===== config.mk =====
export PLATFORM = sky130hd
export DESIGN_NAME = mole_field_flat
export DESIGN_NICKNAME = d
export VERILOG_FILES = /design/src/rtl/mole_field_if.sv /design/src/rtl/mole_field.sv /design/src/flat_wrapper.sv
export SDC_FILE = /design/constraint.sdc
export NUM_CORES = 1
export LEC_CHECK = 0
export BUFFER_PORTS_ARGS = -buffer_cell sky130_fd_sc_hd__buf_2
export CORE_UTILIZATION = 55
export DETAILED_ROUTE_END_ITERATION = 8
export PLACE_DENSITY = 0.73
export SLEW_MARGIN = 0
export SYNTH_ARGS = -nofsm -noshare
export SYNTH_HDL_FRONTEND = slang
export SYNTH_SLANG_ARGS = --single-unit

===== constraint.sdc =====
create_clock -name clk -period 10.8 [get_ports clk]
set_clock_uncertainty 0.05 [all_clocks]
set_input_delay 2.7 -clock clk [delete_from_list [all_inputs] [get_ports clk]]
set_output_delay 2.7 -clock clk [all_outputs]
set_load 0.02 [all_outputs]

===== src/rtl/mole_field_if.sv =====
// rtl/mole_field_if.sv - spawner/score-side bundle for the mole_field board register
interface mole_field_if #(
    parameter int NUM_HOLES = 5,
    parameter int TIMER_W   = 8
);
    localparam int CW = $clog2(NUM_HOLES + 1);

    logic                 load;
    logic [NUM_HOLES-1:0] loadval;
    logic [TIMER_W-1:0]   lifetime;
    logic                 tick;
    logic [NUM_HOLES-1:0] button;
    logic [NUM_HOLES-1:0] board_state;
    logic                 score_trigger;
    logic [CW-1:0]        hit_count;
    logic                 miss_trigger;
    logic [CW-1:0]        miss_count;
    logic                 all_clear;
    logic                 wrong_hit;

    modport master (
        output load, loadval, lifetime, tick, button,
        input  board_state, score_trigger, hit_count, miss_trigger, miss_count, all_clear, wrong_hit
    );

    modport slave (
        input  load, loadval, lifetime, tick, button,
        output board_state, score_trigger, hit_count, miss_trigger, miss_count, all_clear, wrong_hit
    );
endinterface


===== src/rtl/mole_field.sv =====
// rtl/mole_field.sv - per-hole mole board with lifetimes, hit/miss pulses; WRONG_HIT_EN adds wrong-hole detect
module mole_field #(
    parameter int NUM_HOLES = 5,
    parameter int TIMER_W   = 8
) (
    input  logic         clk,
    input  logic         rst_n,
    mole_field_if.slave  bus
);
    localparam int CW = $clog2(NUM_HOLES + 1);

    logic [NUM_HOLES-1:0] board;
    logic [TIMER_W-1:0]   timer [NUM_HOLES];

    logic [NUM_HOLES-1:0] hit_vec;
    logic [NUM_HOLES-1:0] expire_vec;
    logic [NUM_HOLES-1:0] board_next;

    logic          score_r;
    logic [CW-1:0] hit_r;
    logic          miss_r;
    logic [CW-1:0] miss_cnt_r;
    logic          clear_r;

    function automatic logic [CW-1:0] popcount(input logic [NUM_HOLES-1:0] v);
        logic [CW-1:0] c;
        c = '0;
        for (int i = 0; i < NUM_HOLES; i++) begin
            c = c + CW'(v[i]);
        end
        return c;
    endfunction

    // A hit masks expiry on the same hole, so a whack on the last tick still scores.
    always_comb begin
        hit_vec    = board & bus.button;
        expire_vec = '0;
        for (int i = 0; i < NUM_HOLES; i++) begin
            expire_vec[i] = board[i] & ~bus.button[i] & bus.tick & (timer[i] == TIMER_W'(1));
        end
        board_next = board & ~hit_vec & ~expire_vec;
    end

    always_ff @(posedge clk or negedge rst_n) begin
        if (!rst_n) begin
            board      <= '0;
            score_r    <= 1'b0;
            hit_r      <= '0;
            miss_r     <= 1'b0;
            miss_cnt_r <= '0;
            clear_r    <= 1'b0;
            for (int i = 0; i < NUM_HOLES; i++) begin
                timer[i] <= '0;
            end
        end else if (bus.load) begin
            board      <= bus.loadval;
            score_r    <= 1'b0;
            hit_r      <= '0;
            miss_r     <= 1'b0;
            miss_cnt_r <= '0;
            clear_r    <= 1'b0;
            for (int i = 0; i < NUM_HOLES; i++) begin
                timer[i] <= bus.loadval[i] ? bus.lifetime : '0;
            end
        end else begin
            board      <= board_next;
            score_r    <= |hit_vec;
            hit_r      <= popcount(hit_vec);
            miss_r     <= |expire_vec;
            miss_cnt_r <= popcount(expire_vec);
            clear_r    <= (board != '0) && (board_next == '0);
            // Zero timer on an active hole means immortal: only counts above 1 move.
            for (int i = 0; i < NUM_HOLES; i++) begin
                if (hit_vec[i] || expire_vec[i]) begin
                    timer[i] <= '0;
                end else if (bus.tick && board[i] && (timer[i] > TIMER_W'(1))) begin
                    timer[i] <= timer[i] - TIMER_W'(1);
                end
            end
        end
    end

`ifdef WRONG_HIT_EN
    logic wrong_r;

    always_ff @(posedge clk or negedge rst_n) begin
        if (!rst_n) begin
            wrong_r <= 1'b0;
        end else begin
            wrong_r <= !bus.load && |(bus.button & ~board);
        end
    end

    assign bus.wrong_hit = wrong_r;
`else
    assign bus.wrong_hit = 1'b0;
`endif

    assign bus.board_state   = board;
    assign bus.score_trigger = score_r;
    assign bus.hit_count     = hit_r;
    assign bus.miss_trigger  = miss_r;
    assign bus.miss_count    = miss_cnt_r;
    assign bus.all_clear     = clear_r;
endmodule


===== src/flat_wrapper.sv =====
// flat-port wrapper written by rule: the top's interface ports become plain ports
module mole_field_flat 
#(
    parameter int NUM_HOLES = 5,
    parameter int TIMER_W   = 8
)
  (clk, rst_n, bus_load, bus_loadval, bus_lifetime, bus_tick, bus_button, bus_board_state, bus_score_trigger, bus_hit_count, bus_miss_trigger, bus_miss_count, bus_all_clear, bus_wrong_hit);
  mole_field_if #(.NUM_HOLES(NUM_HOLES), .TIMER_W(TIMER_W)) bus_i ();
  input  logic clk;
  input  logic rst_n;
  input wire logic [$bits(bus_i.load)-1:0] bus_load;
  input wire logic [$bits(bus_i.loadval)-1:0] bus_loadval;
  input wire logic [$bits(bus_i.lifetime)-1:0] bus_lifetime;
  input wire logic [$bits(bus_i.tick)-1:0] bus_tick;
  input wire logic [$bits(bus_i.button)-1:0] bus_button;
  output wire logic [$bits(bus_i.board_state)-1:0] bus_board_state;
  output wire logic [$bits(bus_i.score_trigger)-1:0] bus_score_trigger;
  output wire logic [$bits(bus_i.hit_count)-1:0] bus_hit_count;
  output wire logic [$bits(bus_i.miss_trigger)-1:0] bus_miss_trigger;
  output wire logic [$bits(bus_i.miss_count)-1:0] bus_miss_count;
  output wire logic [$bits(bus_i.all_clear)-1:0] bus_all_clear;
  output wire logic [$bits(bus_i.wrong_hit)-1:0] bus_wrong_hit;
  assign bus_i.load = bus_load;
  assign bus_i.loadval = bus_loadval;
  assign bus_i.lifetime = bus_lifetime;
  assign bus_i.tick = bus_tick;
  assign bus_i.button = bus_button;
  assign bus_board_state = bus_i.board_state;
  assign bus_score_trigger = bus_i.score_trigger;
  assign bus_hit_count = bus_i.hit_count;
  assign bus_miss_trigger = bus_i.miss_trigger;
  assign bus_miss_count = bus_i.miss_count;
  assign bus_all_clear = bus_i.all_clear;
  assign bus_wrong_hit = bus_i.wrong_hit;
  mole_field #(.NUM_HOLES(NUM_HOLES), .TIMER_W(TIMER_W)) u_core (.clk(clk), .rst_n(rst_n), .bus(bus_i));
endmodule

==> results of run 1 <==
[per-layer routing]
metal / up-vias / wire length, um / track usage (%)
li1: 1623 / - / -
met1: 1586 / 4130 / 37.8
met2: 124 / 4110 / 42.8
met3: 13 / 573 / 3.17
met4: 0 / 211 / 8.94
met5: - / 0 / 0
[sequential cells by signal (all words and copies together) (netlist names)]
signal,count
u_core.bus.all_clear,1
u_core.bus.board_state,5
u_core.bus.hit_count,3
u_core.bus.miss_count,3
u_core.bus.miss_trigger,1
u_core.bus.score_trigger,1
u_core.timer,40
[synth_stat cells, types with 2 or more instances]
cell type and n:
and3b_1 3, and2_1 9, o22a_1 7, o21a_1 13
and3_1 8, o22ai_1 2, a41o_1 3, nor3b_1 2
mux2i_1 5, nor2b_1 7, o31ai_1 3, ha_1 16
o21ai_0 16, a32o_1 2, a221oi_1 2, or2_2 7
a21o_1 11, or4_1 2, o21bai_1 6, dfrtp_1 54
a22o_2 2, fa_1 4, inv_1 23, or3_1 2
nor3_1 16, nand2b_1 5, nor2_1 37, a31oi_1 10
a21oi_1 41, a41oi_1 4, a31o_2 4, a22o_1 5
or3b_2 2, nor4_1 5, nand3_1 8, nand2_1 53
nand4_1 4, clkbuf_1 15
[cell families (layout without fill, tap and decap cells)]
family,Yosys count,count (layout),synth area share (%)
fa+ha+maj,20,20,7.64
mux,5,5,1.36
simple gates,177,177,24.4
flops,54,54,36.8
compound gates,139,139,25.6
other cells,1,1,0.102
buf+inv,39,67,4.09
[worst paths after layout]
| check | from | end | slack (ns) | cells past startpoint |
|---|---|---|---|---|
| worst max-delay path | bus_tick | u_core.bus.miss_count[1]$_DFF_PN0_ | 5.82 | 12 |
| worst min-delay path | u_core.timer[15]$_DFFE_PN0P_ | u_core.timer[15]$_DFFE_PN0P_ | 0.47 | 1 |
| worst max register to register | u_core.timer[29]$_DFFE_PN0P_ | u_core.bus.miss_count[1]$_DFF_PN0_ | 7.19 | 12 |
| worst min register to register | u_core.timer[15]$_DFFE_PN0P_ | u_core.timer[15]$_DFFE_PN0P_ | 0.47 | 1 |
| max in group asynchronous | rst_n | u_core.bus.board_state[0]$_DFF_PN0_ | 7.77 | 2 |
| min in group asynchronous | rst_n | u_core.timer[19]$_DFFE_PN0P_ | 2.46 | 2 |
[power groups by stage]
| stage | Sequential (mW) | Clock [mW] | Combinational [mW] |
|---|---|---|---|
| floorplan | 0.275 | 0 | 0.162 |
| global placement | 0.281 | 0 | 0.208 |
| detailed placement | 0.282 | 0 | 0.214 |
| CTS | 0.278 | 0.114 | 0.215 |
| global route | 0.286 | 0.120 | 0.241 |
| finish | 0.280 | 0.110 | 0.216 |
[layout by cell type (no fill, tap or decap), types with 4 or more instances in the layout]
| cell type | instances |
|---|---|
| o21ai_0 | 16 |
| nand3_1 | 8 |
| clkbuf_8 | 5 |
| fa_1 | 4 |
| mux2i_1 | 5 |
| nor3_1 | 16 |
| a31oi_1 | 10 |
| nand2b_1 | 5 |
| buf_2 | 35 |
| nor2b_1 | 7 |
| a41oi_1 | 4 |
| nor2_1 | 37 |
| nand4_1 | 4 |
| inv_1 | 23 |
| o21a_1 | 13 |
| and2_1 | 9 |
| or2_2 | 7 |
| o21bai_1 | 6 |
| a21o_1 | 11 |
| ha_1 | 16 |
| dfrtp_1 | 54 |
| a31o_2 | 4 |
| and3_1 | 8 |
| o22a_1 | 7 |
| a21oi_1 | 41 |
| nand2_1 | 53 |
| a22o_1 | 5 |
| nor4_1 | 5 |
[layout make-up]
cell class              instances  share of cell area [%]
clock buffers                   5                    1.73
clock inverters                 2                   0.252
inverters                      23                    2.17
multi-input cells             342                    54.6
flip-flops and latches         54                    34.0
well taps                      77                    2.43
repair buffers                 37                    4.79
[worst register-to-register path, cell delays in order, from the launching register on]
cell	delay (ns)
dfrtp_1	0.45
or4_1	0.57
or4b_4	0.56
or3_1	0.36
inv_1	0.07
ha_1	0.21
inv_1	0.07
fa_1	0.40
inv_1	0.06
ha_1	0.13
inv_1	0.05
fa_1	0.47
nor2_1	0.04
[through the flow]
step	area, um2	worst slack, ns	util (%)	hold slack, ns
after floorplan	3670	5.61	-	0.424
after global placement	3890	5.56	61.0	0.459
after detailed placement	3890	5.49	61.0	0.448
after CTS	3970	5.82	62.2	0.475
after global routing	3970	5.64	62.2	0.500
final	3970	5.82	62.2	0.472
==> results.cfg, run 1 <==
[critical_path]
end_kind = register
cp_slowest_cell = fa_1
critPathTopFamily = adder cells
crit_fanout = 19
cp_common_cell = inv_1
worstPathRequired_ns = 10.93
path_buf_inv = 5
cpPeakStageDelay_ns = 0.47
cp.arrival_ns = 5.11
worstSetupStartpointType = primary input
cp_cell_sequence = buf_2 -> nand2_1 -> or3_1 -> inv_1 -> ha_1 -> inv_1 -> fa_1 -> inv_1 -> ha_1 -> inv_1 -> fa_1 -> nor2_1
critPathKind = in2reg

[sta]
rsz0062_at_grt = no
finalSetupTns_ns = 0
worst_pin_slew_ns = 0.723
setup_viol = 0
hold_violations = 0
finalCritPeriodShare_pct = 46.1
min_period_ns = 4.98
fmax_mhz = 201
relSlewSlack_pct = 51.8
slew_violations = 0

[routing]
ant_nets = 0
firstDrtPassIters = 4
viasPerCell = 6.20
routed_wl_mm = 9.03
drtIter0Drc = 185
post_drt_wl_per_cell_um = 16.7
drc = 0
vias = 3346

[cells_and_area]
multi_input_area_mm2 = 0.00217
seq_area_mm2 = 0.00135
diodes = 0
final_nets = 505
syn_to_final_growth_pct = 8.22
fill_cells = 581
drive_gt1_share_pct = 13.6
fin_cells = 540

[power_and_ir_drop]
sw_frac_of_total_pct = 38.4
p_clk_share_pct = 18.2
power_density_mw_per_mm2 = 153
vdd_drop_max_mv = 0.103
power_frac_seq_pct = 46.2
p_leak_nw = 1.92
comb_power_share_pct = 35.7
power.internal_mw = 0.373
power.total_mw = 0.606
p_sw_mw = 0.233

[synth]
syn_nets = 477
synth.avg_cell_area_um2 = 8.44
synth_seq_cells = 54
async_flop_share_pct = 100
synth-edff-count = 0
synth_area_leader_cell = dfrtp_1
synth_top_area_share_pct = 36.8
syn-instance-count = 435
synth_cell_types = 55
synth_warnings = 0
syn_area_mm2 = 0.00367
ys_top_cells_by_area = dfrtp_1 37%, a21oi_1 5.6%, ha_1 5.5%
synth_ff_type = dfrtp_1
synth-seq-area-share_pct = 36.8

[floorplanning]
dieArea_mm2 = 0.00700
start_util_pct = 57.5
dieHeight_um = 83.7
core_area_mm2 = 0.00639
die_w_um = 83.7
pin_count = 37
rows = 29

[placement]
io_buffer_count = 35
dp_cells = 533
dp_hpwl_mm = 6.44
place.gp.congestion = 0.931

[cts]
cts_sinks = 54
post_cts_resize_count = 0
clk_latency_ns = 0.31
cts.hold.buffers_added = 0
cts.path.max_buffers = 2
cts.clk_slew.worst_paths_ns = 0.10
cts_root_buffer = clkbuf_8
cts_setup_buffers = 0
cts_made_buffers = 5
cts_tree = yes
cts_max_level = 2

[global_route]
grt_remaining_overflow = 0
grt_pass1_vias = 3155
grt_start_max_net_pins = 55
antenna_found_initial = 0
grtUsageTotal_pct = 26.7
grt_pass1_wl_mm = 15.0

[run_status]
status = finished clean

[flow_run]
max-cap-violations = 0

[worst_hold_path]
min-delay-path-class = reg2reg
Note: power is estimated with default switching activity, not from simulation.
==> inputs of run 2 (changes only) <==
--- a/config.mk
+++ b/config.mk
@@ -6,9 +6,9 @@
 export NUM_CORES = 1
 export LEC_CHECK = 0
 export BUFFER_PORTS_ARGS = -buffer_cell sky130_fd_sc_hd__buf_2
-export CORE_UTILIZATION = 55
+export CORE_UTILIZATION = 54
 export DETAILED_ROUTE_END_ITERATION = 8
-export PLACE_DENSITY = 0.73
+export PLACE_DENSITY = 0.75
 export SLEW_MARGIN = 0
 export SYNTH_ARGS = -nofsm -noshare
 export SYNTH_HDL_FRONTEND = slang
==> constraint.sdc (replaced) <==
create_clock -name clk -period 4.2 [get_ports clk]
set_clock_uncertainty 0.05 [all_clocks]
set_input_delay 1.05 -clock clk [delete_from_list [all_inputs] [get_ports clk]]
set_output_delay 1.05 -clock clk [all_outputs]
set_load 0.02 [all_outputs]
==> results.cfg, run 2 (synthesis results as in run 1) <==
[run_status]
status = complete, but fails checks
violations = design-rule violations

[critical_path]
rrSetupSlack_ns = 0.62
crit_fanout = 6
cp.arrival_ns = 3.71
regToRegEndpoint = u_core.bus.miss_count[1]$_DFF_PN0_
cp_common_cell = inv_1
r2r_cells = 12
critPathKind = reg2reg
worstSetupStartpointType = register
cp_cell_sequence = or4_1 -> or4b_4 -> or3_1 -> inv_1 -> ha_1 -> inv_1 -> fa_1 -> inv_1 -> ha_1 -> inv_1 -> fa_1 -> nor2_1
cp_slowest_cell = or4_1
end_kind = register
cpPeakStageDelay_ns = 0.56
r2r-start = u_core.timer[29]$_DFFE_PN0P_
worstPathRequired_ns = 4.33

[sta]
finalSetupTns_ns = 0
hold-worst-slack_ns = 0.488
slew_violations = 0
min_period_ns = 3.58
relSlewSlack_pct = 51.1
rsz0062_at_grt = no
finalCritPeriodShare_pct = 85.3
setup_viol = 0
fmax_mhz = 279
worst_pin_slew_ns = 0.733
hold_violations = 0

[routing]
routed_wl_mm = 9.11
wl_met3_um = 546
vias = 3366
highest_layer = met4
firstDrtPassIters = 7
ant_nets = 0
post_drt_wl_per_cell_um = 16.8
wl_met2_mm = 4.24
drc = 1
drtIter0Drc = 268
routedLengthMet1_mm = 4.18
viasPerCell = 6.21

[cts]
cts.path.max_buffers = 2
cts_tree = yes
cts_max_level = 2
cts_root_buffer = clkbuf_8
cts_setup_buffers = 0
clk_latency_ns = 0.31
cts_sinks = 54
cts.hold.buffers_added = 0
post_cts_resize_count = 0
cts_made_buffers = 5
cts.clk_slew.worst_paths_ns = 0.10

[floorplanning]
pin_count = 37
rows = 29
start_util_pct = 56.8
dieArea_mm2 = 0.00713
core_area_mm2 = 0.00646
die_w_um = 84.4
dieHeight_um = 84.4

[global_route]
grt_start_max_net_pins = 40
antenna_found_initial = 0
grtUsageTotal_pct = 27.0
grt_remaining_overflow = 0
grt_pass1_wl_mm = 15.2
grt_pass1_vias = 3114

[cells_and_area]
seq_area_mm2 = 0.00135
fill_cells = 546
syn_to_final_growth_pct = 8.76
final_nets = 506
largest_reg_flops = 40
drive_gt1_share_pct = 13.8
layout_commonest_cell = dfrtp_1
diodes = 0
layout_common_cells = 54 x dfrtp_1, 53 x nand2_1, 41 x a21oi_1
design_area_mm2 = 0.00399
multi_input_area_mm2 = 0.00217
largest-register = u_core.timer
fin_util_pct = 61.8

[placement]
place_area_mm2 = 0.00390
dp_hpwl_mm = 6.45
place.gp.congestion = 0.880
io_buffer_count = 35

[worst_hold_path]
min_to = u_core.timer[15]$_DFFE_PN0P_
min-delay-path-class = reg2reg
min_from = u_core.timer[15]$_DFFE_PN0P_
holdPathStages = 1

[power_and_ir_drop]
power_density_mw_per_mm2 = 397
vdd_drop_max_mv = 0.226
p_leak_nw = 1.92

[flow_run]
max-cap-violations = 0
run 2: cell type report:
class                           count  area share [%]
Multi-Input combinational cell    342            54.3
Sequential cell                    54            33.9
Timing Repair Buffer               38            4.95
Tap cell                           77            2.41
Clock buffer                        7            2.16
Inverter                           23            2.16
Clock inverter                      1           0.125
run 2: how the worst max path moves through the flow:
stage                                             from                                 end  slack (ns)  cells after the start
after floorplan                               bus_tick  u_core.bus.miss_count[1]$_DFF_PN0_        0.66                     10
after CTS                 u_core.timer[29]$_DFFE_PN0P_  u_core.bus.miss_count[1]$_DFF_PN0_        0.62                     12
after global placement    u_core.timer[29]$_DFFE_PN0P_  u_core.bus.miss_count[1]$_DFF_PN0_        0.68                     12
final                     u_core.timer[29]$_DFFE_PN0P_  u_core.bus.miss_count[1]$_DFF_PN0_        0.62                     12
after detailed placement  u_core.timer[29]$_DFFE_PN0P_  u_core.bus.miss_count[1]$_DFF_PN0_        0.62                     12
after global routing      u_core.timer[29]$_DFFE_PN0P_  u_core.bus.miss_count[1]$_DFF_PN0_        0.48                     12
run 2: per-stage QoR:
step	power (mW)	setup WS (ns)	std cells
2_1_floorplan	1.13	0.662	435
3_3_place_gp	1.26	0.678	534
3_5_place_dp	1.28	0.623	534
4_1_cts	1.59	0.616	542
5_1_grt	1.70	0.480	542
6_report	1.59	0.619	542
run 2: where the power goes:
group	leakage, nW	total (mW)	internal [mW]	switching, mW
Clock	0.0482	0.307	0.134	0.173
Combinational	1.18	0.558	0.242	0.316
Sequential	0.701	0.721	0.607	0.114
Total	1.92	1.59	0.982	0.603
run 2: layer usage:
metal	track usage, %	vias up
li1	-	1628
met1	38.0	1579
met2	43.7	142
met3	3.44	17
met4	8.17	0
met5	0	-
run 2: critical path, delay by kind of cell (launching register included):
kind          cells  cell delay, ns
buf+inv           4            0.25
fa+ha+maj         4            1.22
flops             1            0.44
simple gates      4            1.50
==> inputs of run 3 (changes only) <==
--- a/config.mk
+++ b/config.mk
@@ -5,10 +5,10 @@
 export SDC_FILE = /design/constraint.sdc
 export NUM_CORES = 1
 export LEC_CHECK = 0
-export BUFFER_PORTS_ARGS = -buffer_cell sky130_fd_sc_hd__buf_2
-export CORE_UTILIZATION = 54
+export BUFFER_PORTS_ARGS = -buffer_cell sky130_fd_sc_hd__buf_4
+export CORE_UTILIZATION = 55
 export DETAILED_ROUTE_END_ITERATION = 8
-export PLACE_DENSITY = 0.75
+export PLACE_DENSITY = 0.73
 export SLEW_MARGIN = 0
 export SYNTH_ARGS = -nofsm -noshare
 export SYNTH_HDL_FRONTEND = slang
==> constraint.sdc (replaced) <==
create_clock -name clk -period 3.7 [get_ports clk]
set_clock_uncertainty 0.05 [all_clocks]
set_input_delay 0.925 -clock clk [delete_from_list [all_inputs] [get_ports clk]]
set_output_delay 0.925 -clock clk [all_outputs]
set_load 0.02 [all_outputs]
==> results.cfg, run 3 (synthesis results as in run 1) <==
[run_status]
status = finished clean

[routing]
wl_met3_um = 550
highest_layer = met4
ant_nets = 0
firstDrtPassIters = 5
routed_wl_mm = 9.36
post_drt_wl_per_cell_um = 17.3
viasPerCell = 6.32
wl_met2_mm = 4.35
drc = 0
drtIter0Drc = 197
vias = 3426
routedLengthMet1_mm = 4.25

[sta]
fmax_mhz = 283
min_period_ns = 3.54
finalSetupTns_ns = 0
worst_pin_slew_ns = 0.713
slew_violations = 0
rsz0062_at_grt = no
setup_viol = 0
hold_violations = 0
finalCritPeriodShare_pct = 95.6
relSlewSlack_pct = 52.5

[critical_path]
cp_slowest_cell = or4b_4
cp_common_cell = inv_1
cp_cell_sequence = or4_4 -> or4b_4 -> or3_1 -> inv_1 -> ha_1 -> inv_1 -> fa_1 -> inv_1 -> ha_1 -> inv_1 -> fa_1 -> nor2_1
cpPeakStageDelay_ns = 0.55
critPathTopFamily = simple AND/OR/NAND/NOR gates
path_buf_inv = 4
crit_fanout = 6
critPathKind = reg2reg
cp.arrival_ns = 3.69
worstSetupStartpointType = register
worstPathRequired_ns = 3.85
end_kind = register

[flow_run]
max-cap-violations = 0

[cts]
cts_tree = yes
cts.path.max_buffers = 2
cts_root_buffer = clkbuf_8
clk_latency_ns = 0.31
cts_max_level = 2
cts_sinks = 54
cts.clk_slew.worst_paths_ns = 0.10
cts_made_buffers = 5

[placement]
place_area_mm2 = 0.00398
io_buffer_count = 35
dp_hpwl_mm = 6.53
place.gp.congestion = 0.898

[power_and_ir_drop]
vdd_drop_max_mv = 0.274
power_density_mw_per_mm2 = 476
p_leak_nw = 1.97
power.total_mw = 1.97

[cells_and_area]
largest-register = u_core.timer
layout_common_cells = 53 x nand2_1, 53 x dfrtp_1, 41 x a21oi_1
design_area_mm2 = 0.00414
diodes = 0
syn_to_final_growth_pct = 12.7
largest_reg_flops = 40
drive_gt1_share_pct = 14.4
final_nets = 506

[floorplanning]
pin_count = 37
rows = 29
dieArea_mm2 = 0.00700
start_util_pct = 57.5
core_area_mm2 = 0.00639
dieHeight_um = 83.7
die_w_um = 83.7

[global_route]
grt_start_max_net_pins = 55
grtUsageTotal_pct = 28.1
grt_remaining_overflow = 0
antenna_found_initial = 0
grt_pass1_vias = 3221
grt_pass1_wl_mm = 15.6

[worst_hold_path]
min-delay-path-class = reg2reg
-- run 3: metal layers --
layer / GRT usage (%) / vias up
li1: - / 1631
met1: 39.7 / 1648
met2: 45.3 / 130
met3: 4.15 / 17
met4: 7.55 / 0
met5: 0 / -
-- run 3: path summary, 6_finish.rpt --
kind,from,end,slack [ns],depth (start not counted)
max,u_core.timer[30]$_DFFE_PN0P_,u_core.bus.miss_count[1]$_DFF_PN0_,0.16,12
min,u_core.timer[15]$_DFFE_PN0P_,u_core.timer[15]$_DFFE_PN0P_,0.49,1
max reg2reg,u_core.timer[30]$_DFFE_PN0P_,u_core.bus.miss_count[1]$_DFF_PN0_,0.16,12
min reg2reg,u_core.timer[15]$_DFFE_PN0P_,u_core.timer[15]$_DFFE_PN0P_,0.49,1
max in group asynchronous,rst_n,u_core.timer[30]$_DFFE_PN0P_,2.50,1
min in group asynchronous,rst_n,u_core.timer[21]$_DFFE_PN0P_,0.59,1
-- run 3: layout make-up --
| type | count | area, um2 |
|---|---|---|
| Tap cell | 77 | 96.3 |
| Sequential cell | 54 | 1350 |
| Inverter | 23 | 86.3 |
| Multi-Input combinational cell | 342 | 2170 |
| Fill cell | 555 | 2250 |
| Clock inverter | 2 | 60.1 |
| Clock buffer | 6 | 82.6 |
| Timing Repair Buffer | 38 | 285 |
-- run 3: what timing repair did --
item	4_1_cts	5_1_grt
resized for setup	0	2
endpoints found under the hold margin	0	0
setup buffers	0	1
setup endpoints to repair	0	1
hold buffers	0	0
-- run 3: per-stage QoR --
stage	hold WS, ns	setup WS, ns	cells	utilization [%]
6_report	0.486	0.163	542	64.8
2_1_floorplan	0.424	0.262	435	-
5_1_grt	0.514	0.00783	542	64.8
3_5_place_dp	0.465	0.133	533	62.3
3_3_place_gp	0.459	0.192	533	62.3
4_1_cts	0.491	0.121	541	64.6
-- run 3: report_power, final --
group / switching, mW / internal [mW] / total, mW
clock network: 0.206 / 0.289 / 0.495
registers: 0.127 / 0.690 / 0.817
logic: 0.363 / 0.291 / 0.655
total: 0.697 / 1.27 / 1.97
